--- config.mk ---
export PLATFORM = sky130hd
export DESIGN_NAME = pipo_load_arbiter
export DESIGN_NICKNAME = d
export VERILOG_FILES = /design/src/rtl/pipo_load_arbiter.sv
export SDC_FILE = /design/constraint.sdc
export NUM_CORES = 1
export LEC_CHECK = 0
export BUFFER_PORTS_ARGS = -buffer_cell sky130_fd_sc_hd__buf_2
export CORE_MARGIN = 2
export CORE_UTILIZATION = 30
export DETAILED_ROUTE_END_ITERATION = 12
export SYNTH_ARGS = -nofsm -noshare
export SYNTH_HDL_FRONTEND = slang
export SYNTH_SLANG_ARGS = --single-unit
--- constraint.sdc ---
create_clock -name clk -period 1.5 [get_ports clk]
set_clock_uncertainty 0.1 [all_clocks]
set_input_delay 0.15 -clock clk [delete_from_list [all_inputs] [get_ports clk]]
set_output_delay 0.15 -clock clk [all_outputs]
set_load 0.02 [all_outputs]
--- src/rtl/pipo_load_arbiter.sv ---
// One-entry shared holding register fed by NREQ requesters through a round-robin arbiter,
// drained by a single consumer over a valid/ack handshake.
module pipo_load_arbiter #(
    parameter int WIDTH = 4,
    parameter int NREQ  = 4
) (
    input  logic                        clk,
    input  logic                        rst,
    input  logic [NREQ-1:0]             req,
    input  logic [NREQ*WIDTH-1:0]       din,
    output logic [NREQ-1:0]             gnt,
    output logic [WIDTH-1:0]            Q,
    output logic                        q_valid,
    output logic [$clog2(NREQ)-1:0]     q_src,
    input  logic                        q_ack
);

    localparam int SRCW = $clog2(NREQ);

    typedef enum logic {
        EMPTY = 1'b0,
        FULL  = 1'b1
    } state_t;

    state_t            state_reg, state_next;
    logic [WIDTH-1:0]  q_reg, q_next;
    logic [SRCW-1:0]   src_reg, src_next;
    logic [SRCW-1:0]   last_gnt_reg, last_gnt_next;

    logic [WIDTH-1:0]  slice [NREQ];
    logic              load_ok;
    logic              grant_any;
    logic [SRCW-1:0]   winner;
    logic [NREQ-1:0]   gnt_vec;

    for (genvar gi = 0; gi < NREQ; gi++) begin : g_slice
        assign slice[gi] = din[gi*WIDTH +: WIDTH];
    end

    // The register can accept a word when empty, or when the held word leaves this cycle.
    assign load_ok = (state_reg == EMPTY) | q_ack;

    // Rotating scan starting just after the last winner; the first asserted request wins.
    always_comb begin
        logic [SRCW:0] sum;
        grant_any = 1'b0;
        winner    = '0;
        gnt_vec   = '0;
        sum       = '0;
        if (load_ok && !rst) begin
            for (int k = 1; k <= NREQ; k++) begin
                sum = {1'b0, last_gnt_reg} + (SRCW+1)'(k);
                if (sum >= (SRCW+1)'(NREQ)) begin
                    sum = sum - (SRCW+1)'(NREQ);
                end
                if (!grant_any && req[sum[SRCW-1:0]]) begin
                    grant_any = 1'b1;
                    winner    = sum[SRCW-1:0];
                end
            end
        end
        if (grant_any) begin
            gnt_vec[winner] = 1'b1;
        end
    end

    always_comb begin
        state_next    = state_reg;
        q_next        = q_reg;
        src_next      = src_reg;
        last_gnt_next = last_gnt_reg;
        if (grant_any) begin
            state_next    = FULL;
            q_next        = slice[winner];
            src_next      = winner;
            last_gnt_next = winner;
        end else if (state_reg == FULL && q_ack) begin
            // Consumed with nothing to replace it; Q keeps its last value.
            state_next = EMPTY;
        end
    end

    always_ff @(posedge clk) begin
        if (rst) begin
            state_reg    <= EMPTY;
            q_reg        <= '0;
            src_reg      <= '0;
            last_gnt_reg <= SRCW'(NREQ-1);
        end else begin
            state_reg    <= state_next;
            q_reg        <= q_next;
            src_reg      <= src_next;
            last_gnt_reg <= last_gnt_next;
        end
    end

    assign gnt     = gnt_vec;
    assign Q       = q_reg;
    assign q_valid = (state_reg == FULL);
    assign q_src   = src_reg;

endmodule
# --- Word-level counts from Yosys, hierarchy flattened ---
# Cells that the tools add are included.
totals:
  ff_bits: 9
  in_bits: 23
  elab_cells: 74
classes:
  add_sub_neg: 8
  magnitude_cmp: 11
  muxes: 37
  n_bitwise: 3
  n_reduce_logical: 11
ops:
  columns: ["op", "n"]
  rows:
  - ["2-to-1 mux 2 bit", 13]
  - [">= comparator 3 bit (second input constant)", 5]
  - ["less-than comparator 2 x 3 -> 1 bit (second input constant)", 5]
  - ["2-to-1 mux 1 bit", 15]
  - ["2-to-1 mux 4 bit", 3]
  - ["binary-select mux 1 bit (select 2 bit)", 4]
  - ["binary-select mux 4 bit (select 2 bit)", 1]
  - ["subtractor 2 x 1 -> 2 bit (second input constant)", 4]
  - ["adder 2 x 2 -> 3 bit (second input constant)", 2]
  - ["logical AND 1 bit", 6]
  - ["zero test 1 bit", 4]
  - ["adder 2 x 1 -> 3 bit (second input constant)", 1]
  - ["adder 2 x 3 -> 3 bit (second input constant)", 1]
  - ["inverter 2 -> 3 bit", 1]
  - ["demux 1 bit (select 2 bit)", 1]
  - [">= comparator 2 x 1 -> 1 bit (second input constant)", 1]
  - ["nonzero test 2 bit", 1]
  - ["inverter 1 bit", 1]
  - ["OR 1 bit", 1]

# --- Depth between registers and ports, before layout ---
# Gate-level depths: netlist of the first run.
depth:
  depth_word: 25
  ltp_mapped: 6
  mapped_depth_nobuf: 5

# --- Worst setup path after synthesis of the first run ---
# Ideal clock, no wire load.
synth_path:
  kind: "reg2out"
  start: "reg state_reg (netlist: q_valid)"
  end: "out gnt[0]"
  t_arrival_ns: 1.422
  slack_ns: -0.172
  stages_incl_launch_ff: 6
  cell_sequence: "dfxtp_1 > and2b_1 > nor3_1 > buf_4 > nor2b_1 > and2_1"
synth_via:
  elab_chain_cells: 9
  word_cells_on_any_way: 11
  classes_between: "order compare (2); mux (5); bitwise (2); reduce/logical (2)"
synth_rtl:
  columns: ["item", "line_no", "text"]
  rows:
  - ["start: declaration", "25", "state_t state_reg, state_next;"]
  - ["start signal: assignment", "90", "state_reg <= state_next;"]
  - ["inverter 1 bit (*)", "41", "assign load_ok = (state_reg == EMPTY) | q_ack;"]
  - ["OR 1 bit (*)", "41", null]
  - ["logical AND 1 bit (*)", "50", "if (load_ok && !rst) begin"]
  - ["2-to-1 mux 2 bit", "50", null]
  - ["less-than comparator 2 x 3 -> 1 bit (implied by the code) or >= comparator 2 x 1 -> 1 bit (tied branches)", "63", "gnt_vec[winner] = 1'b1;"]
  - ["logical AND 1 bit (implied by the code)", "63", null]
  - ["2-to-1 mux 1 bit (implied by the code)", "63", null]
  - ["demux 1 bit (select 2 bit)", "63", null]
  - ["2-to-1 mux 4 bit (*)", "62", "if (grant_any) begin"]
  - ["end: declaration", "11", "output logic [NREQ-1:0] gnt,"]
# Every way passes the cells marked *; elsewhere a longest branch is shown, timed or not.

# --- Worst setup path in the final report of the first run ---
layout_path:
  start: "reg last_gnt_reg[1]"
  end: "out gnt[2]"
layout_via:
  elab_chain_cells: 25
  word_cells_on_any_way: 53
  classes_between: "add/sub (8); order compare (6); mux (32); reduce/logical (7)"
layout_rtl:
  columns: ["item", "line_no", "text"]
  rows:
  - ["start: declaration", "28", "logic [SRCW-1:0] last_gnt_reg, last_gnt_next;"]
  - ["start signal: assignment", "88", "last_gnt_reg <= SRCW'(NREQ-1);"]
  - ["start signal: assignment", "93", "last_gnt_reg <= last_gnt_next;"]
  - ["adder 2 x 1 -> 3 bit", "52", "sum = {1'b0, last_gnt_reg} + (SRCW+1)'(k);"]
  - [">= comparator 3 bit or subtractor 2 x 1 -> 2 bit (tied branches)", "53, 54", null]
  - ["2-to-1 mux 2 bit", "53", "if (sum >= (SRCW+1)'(NREQ)) begin"]
  - ["2-to-1 mux 2 bit", "50", null]
  - ["binary-select mux 1 bit (select 2 bit)", "56", "if (!grant_any && req[sum[SRCW-1:0]]) begin"]
  - ["2-to-1 mux 1 bit (implied by the code)", "56", null]
  - ["2-to-1 mux 1 bit", "56", null]
  - ["2-to-1 mux 1 bit", "50", null]
  - ["(+9 left out)", null, null]
  - ["logical AND 1 bit", "56", null]
  - ["2-to-1 mux 2 bit", "56", null]
  - ["2-to-1 mux 2 bit", "50", null]
  - ["less-than comparator 2 x 3 -> 1 bit (implied by the code) or >= comparator 2 x 1 -> 1 bit (tied branches)", "63", null]
  - ["logical AND 1 bit (implied by the code)", "63", null]
  - ["2-to-1 mux 1 bit (implied by the code)", "63", null]
  - ["demux 1 bit (select 2 bit)", "63", null]
  - ["2-to-1 mux 4 bit (*)", "62", null]
# Every way passes the cells marked *; elsewhere a longest branch is shown, timed or not. The select of a mux whose other input is x is not followed.

==> metrics.txt, run 1 <==
status=finished with violations; failing checks=setup timing; Worst Setup End Kind=output port; Setup-failing EPs final=10; mux contribution to synthesized area=7.79%; CP Data Required Time=1.25 ns; max capacitance violation total=0; Largest delay share family, worst path=flip-flops; Worst path depth=6; Syn Nets=101; Largest register FFs=4; io pins=34; Synth Area in XOR/XNOR=0%; Core Util, Final=61.8%; post-synthesis instance area=658 µm²; #FFs+latches synth=9; CTS root buffer=clkbuf_4; Simple-Gate Fraction of Synth Area=24.1%; die area=2580 µm²; Core ar.=2020 µm²; buffers added on ports=33; post-synthesis sequential area ratio=27.4%; Starting Density=32.5%; fin area=1250 µm²; Routability Congestion=0.864; global-route wire length before repair=3330 µm; Via Count=840; worst vdd ir=0.690 mV; hold_buf cts=0; Buf+Inv Stages, Crit Path=2; critical path type=flop to output port; final WL=2320 µm; H-tree levels=1; Synth Instances=78; DRC marker count from the first detailed-route iteration=15; NumNets Final=167; via/cell ratio=4.94; Die Y=50.8 µm; leakage power=0.593 nW; Final Max Tran Viols=0; slowest cell on the critical path=dfxtp_4; vias in the first global route=813; Layout Area Growth over Synthesis=89.9%; total of warnings raised by yosys=0; clock slew at reported path FFs=0.06 ns; worst slew pin tran=0.321 ns; Syn Area/Cell=8.44 µm²; initial antenna violation count=0; setup tns final=-2.52 ns; layout cells sized above 1=66.4%; Fin. Hold Viols=0; Post-Synth Adder-Cell Area=0%; CP max stage delay=0.38 ns; Worst Hold Depth=2; power density cells=861 nW/µm²; drt first pass iters=4; placed inst area=993 µm²; largest net degree at the start of global routing=8; CP Launch Type=flop; Arrival @ worst endpoint=1.58 ns; clk sink count=9; TritonCTS clock tree=yes; Final period util=122%; achievable frequency=546 MHz; DIE WIDTH=50.8 µm; max_slew headroom=78.5%; CP Cell Sequence=mux2i_2, o22ai_2, a21oi_2, buf_4, and3_4, buf_6; library cells used by synthesis=33; R2R depth=8; GRT Overall Usage=17.1%; grt total ovfl=0; Worst-Skew Late Latency=0.26 ns; CTS Buf Count=3; post-place setup slack=-0.168 ns; Worst Hold Class=input pin to flop; setup ws final=-0.332 ns; Clock Tree Buf Depth=2; post-route ant nets=0; min cycle time layout=1.83 ns; Crit Path Max Fanout=6; Inserted Diodes=0; post-synthesis compound-gate area fraction=29.7%; largest family of logic cells by synthesized area=compound AO/OA/AOI/OAI gates; RSZ-0062 raised after global routing=true; drt wl/cell=13.7 µm; dpl hpwl=1620 µm; FP Rows=16; DRC viols=0
-- per-stage QoR --
step                      total power, mW  std cells  hold slack, ns
after global placement              0.721        154           0.296
after CTS                            1.00        164          0.0411
after detailed placement            0.727        154           0.296
after global routing                 1.13        170          0.0638
final                                1.08        170          0.0450
after floorplan                     0.559         78           0.219
-- path summary, 6_finish.rpt --
path / start / to / slack [ns]
worst max-delay path: last_gnt_reg[1] / gnt[2] / -0.33
worst min-delay path: rst / q_valid / 0.05
worst max register to register: last_gnt_reg[1] / Q[2] / -0.30
worst min register to register: q_src[0] / q_src[0] / 0.36
-- placed cells by master (no fill, tap or decap), types with 2 or more instances in the layout --
master	Yosys	final
mux2i_1	4	3
buf_2	0	30
nand2b_1	2	2
buf_4	1	25
a21oi_1	2	2
o22ai_2	1	2
nor2b_1	3	2
o21ai_2	0	2
clkbuf_4	0	3
o211ai_1	3	3
buf_6	0	8
nand2_2	0	2
a211oi_4	0	2
and2_4	0	2
nor2_1	8	6
a211oi_2	0	3
dfxtp_1	9	8
inv_1	6	6
nand2_1	8	6
-- metal layers --
metal	part of all wire (%)	vias up	wire length [µm]	track usage (%)
met4	1.1	0	25	8.11
met1	42	390	982	21.2
met5	0	-	0	0
li1	-	418	-	-
met3	6.2	4	145	2.34
met2	50	28	1170	29.2
-- timing repair --
action,4_1_cts,5_1_grt
setup buffers,6,7
pin swaps,11,2
gates resized for setup,20,13
setup endpoints to repair,10,9
-- cell type report --
type / count / area [µm²]
fill: 178 / 772
multi-input combinational: 60 / 536
sequential: 9 / 184
tap: 27 / 33.8
inverter: 6 / 22.5
clock buffer: 4 / 26.3
timing repair buffer: 64 / 448
-- synthesized netlist by cell type (all sizes together) --
cell	number	area, µm²
nand3	2	10.0
mux2i	4	40.0
a21o	1	7.51
o32a	1	11.3
and2b	1	7.51
o32ai	1	16.3
nand4	1	6.26
nor2	8	30.0
o22a	1	10.0
nand4b	1	8.76
a21oi	3	18.8
and3	1	6.26
nor4	1	6.26
a41oi	1	16.3
nor2b	3	18.8
mux2	1	11.3
and2	2	12.5
nor3	2	10.0
o211ai	3	22.5
o21ai	2	10.0
o22ai	2	18.8
a2111o	1	11.3
dfxtp	9	180
nand2b	2	12.5
inv	6	22.5
buf	3	50.1
a211oi	6	45.0
a22oi	1	7.51
nand2	8	30.0
-- cell families (layout without fill, tap and decap cells) --
| logic type | after synthesis | count (layout) |
|---|---|---|
| AOI/OAI and AO/OA | 23 | 23 |
| buffers and inverters | 9 | 74 |
| DFF | 9 | 9 |
| muxes | 5 | 5 |
| and+or+nand+nor | 32 | 32 |
-- where the power goes --
part           internal (mW)  switching (mW)  total (mW)
Clock                  0.103          0.0885       0.191
Combinational          0.303           0.279       0.581
Sequential             0.278          0.0263       0.304
(Power assumes the default switching activity.)
==> inputs of run 2 (changes only) <==
- clock period: 1.5 -> 1.7 ns (I/O delays scaled with it)
==> run 2 against run 1 <==
The flow still finishes with violations (setup timing). Global-route usage grew 1.8 points. First-iteration DRC count grew 20%. Sequential power shrank 11%. Hold slack gained 0.043 ns. Combinational power shrank 14%. Non-clock buffer count shrank 5. Cell area shrank 4.7%. Core utilization shrank 2.9 points. Die area is the same. Register-to-register slack gained 0.14 ns.
==> metrics.txt, run 2 (synthesis gave the netlist of run 1 again) <==
die area=2580 µm² (unchanged); fill cell count=173 (was 178); largest net degree at the start of global routing=11 (was 8); fin area=1190 µm² (was 1250 µm²); setup ws final=-0.181 ns (was -0.332 ns); Final Max Tran Viols=0 (unchanged); Inserted Diodes=0 (unchanged); hold_buf cts=0 (unchanged); io pins=34 (unchanged); switching pwr=0.354 mW (was 0.393 mW); Clock Tree Buf Depth=2 (unchanged); achievable frequency=532 MHz; DRC viols=0 (unchanged); hold slack final=0.0883 ns (was 0.0450 ns); clk sink count=9 (unchanged); global-route wire length before repair=3620 µm (was 3330 µm); Core Util, Final=58.9% (was 61.8%); register area=185 µm² (was 184 µm²); H-tree levels=1 (unchanged); Die Y=50.8 µm (unchanged); via/cell ratio=4.96 (was 4.94); initial antenna violation count=0 (unchanged); drt wl/cell=14.0 µm (was 13.7 µm); vias in the first global route=812 (was 813); grt total ovfl=0 (unchanged); power density cells=797 nW/µm² (was 861 nW/µm²); status=finished with violations (unchanged); design internal power=0.596 mW (was 0.683 mW); worst slew pin tran=0.429 ns (was 0.321 ns); Worst Setup End Kind=output port (unchanged); min cycle time layout=1.88 ns; Setup-failing EPs final=6 (was 10); TritonCTS clock tree=yes (unchanged); Layout Area Growth over Synthesis=81.0% (was 89.9%); dpl hpwl=1430 µm (was 1620 µm); max capacitance violation total=0 (unchanged); Fin. Hold Viols=0 (unchanged); Arrival @ worst endpoint=1.61 ns (was 1.58 ns); RR Startpoint=last_gnt_reg[1] (unchanged); GRT Overall Usage=18.9% (was 17.1%); crit path from=last_gnt_reg[1] (unchanged); post-route ant nets=0 (unchanged); final WL=2310 µm (was 2320 µm); Final period util=111%; setup tns final=-0.771 ns (was -2.52 ns); CP Launch Type=flop (unchanged); placed inst area=902 µm² (was 993 µm²); post-place setup slack=0.0235 ns (was -0.168 ns); Worst Hold Launch=rst (unchanged); NumNets Final=162 (was 167); Core ar.=2020 µm² (unchanged); CTS root buffer=clkbuf_4 (unchanged); max_slew headroom=71.1% (was 78.5%); RSZ-0062 raised after global routing=true (unchanged); Sw Share=37.3% (was 36.5%); Overall Power=0.949 mW (was 1.08 mW); FP Rows=16 (unchanged); Largest register FFs=4 (unchanged); R2R Setup Slk=-0.16 ns (was -0.30 ns); Starting Density=32.5% (unchanged); DRC marker count from the first detailed-route iteration=18 (was 15); clock share of power=18.6% (was 17.8%); Via Count=819 (was 840); CTS Buf Count=3 (unchanged); multi-input logic area=514 µm² (was 536 µm²); drt first pass iters=6 (was 4); clock slew at reported path FFs=0.07 ns (was 0.06 ns); leakage power=0.559 nW (was 0.593 nW); Routability Congestion=0.756 (was 0.864); Worst-Skew Late Latency=0.27 ns (was 0.26 ns); Crit Path Max Fanout=6 (unchanged); DIE WIDTH=50.8 µm (unchanged); commonest non-fill, non-tap cell in the layout=buf_2 (unchanged); CP Data Required Time=1.43 ns (was 1.25 ns); critical path type=flop to output port (unchanged); Gate power share=52.8% (was 54.0%); Final Non-Filler Cells=165 (was 170); Sequential Power Share=28.6% (was 28.2%); DP Cell Count=146 (was 154); buffers added on ports=33 (unchanged); most frequent cells in the layout=29 x buf_2, 22 x buf_4, 7 x dfxtp_1, 7 x nand2_1, 7 x buf_6 (was 30 x buf_2, 25 x buf_4, 8 x dfxtp_1, 8 x buf_6); worst vdd ir=0.464 mV (was 0.690 mV); failing checks=setup timing (unchanged); Worst Hold Class=input pin to flop (unchanged); layout cells sized above 1=64.5% (was 66.4%)
==> run 2: cell count changes in the layout (fill, tap and decap cells not counted), sizes merged <==
| cell | change |
|---|---|
| buf | -5 |
==> run 2: metal layers <==
layer,global-route usage (%),wire (µm)
met3,2.92,68
met5,0,0
met1,22.4,999
met4,12.6,42
met2,31.4,1200
==> run 2: power groups by stage <==
stage	combinational (mW)	clock, mW	sequential (mW)
detailed placement	0.341	0	0.270
global route	0.536	0.193	0.276
CTS	0.456	0.176	0.268
floorplan	0.175	0	0.301
global placement	0.338	0	0.269
finish	0.501	0.177	0.271
==> run 2: layout make-up <==
class / count / area share, %
Multi-Input combinational cell: 60 / 43.2
Timing Repair Buffer: 59 / 34.3
Sequential cell: 9 / 15.5
Tap cell: 27 / 2.84
Clock buffer: 4 / 2.21
Inverter: 6 / 1.89
==> run 2: path summary, 6_finish.rpt <==
path                            endpoint  depth (start not counted)
worst max-delay path              gnt[2]                          6
worst min-delay path                Q[3]                          2
worst max register to register  q_src[0]                         11
worst min register to register  q_src[1]                          2
==> run 2: what timing repair did <==
item | 4_1_cts | 5_1_grt
pin swaps | 7 | 11
resized for setup | 20 | 18
buffers inserted | 13 | 4
setup endpoints to repair | 4 | 9
cloned | 1 | 0
hold endpoints to repair | 0 | 0
==> run 2: critical path, stage by stage, from the launching register on <==
cell	delay [ns]
dfxtp_4	0.38
mux2i_2	0.22
o22ai_2	0.10
a21oi_2	0.21
buf_12	0.15
and3_4	0.18
buf_6	0.11
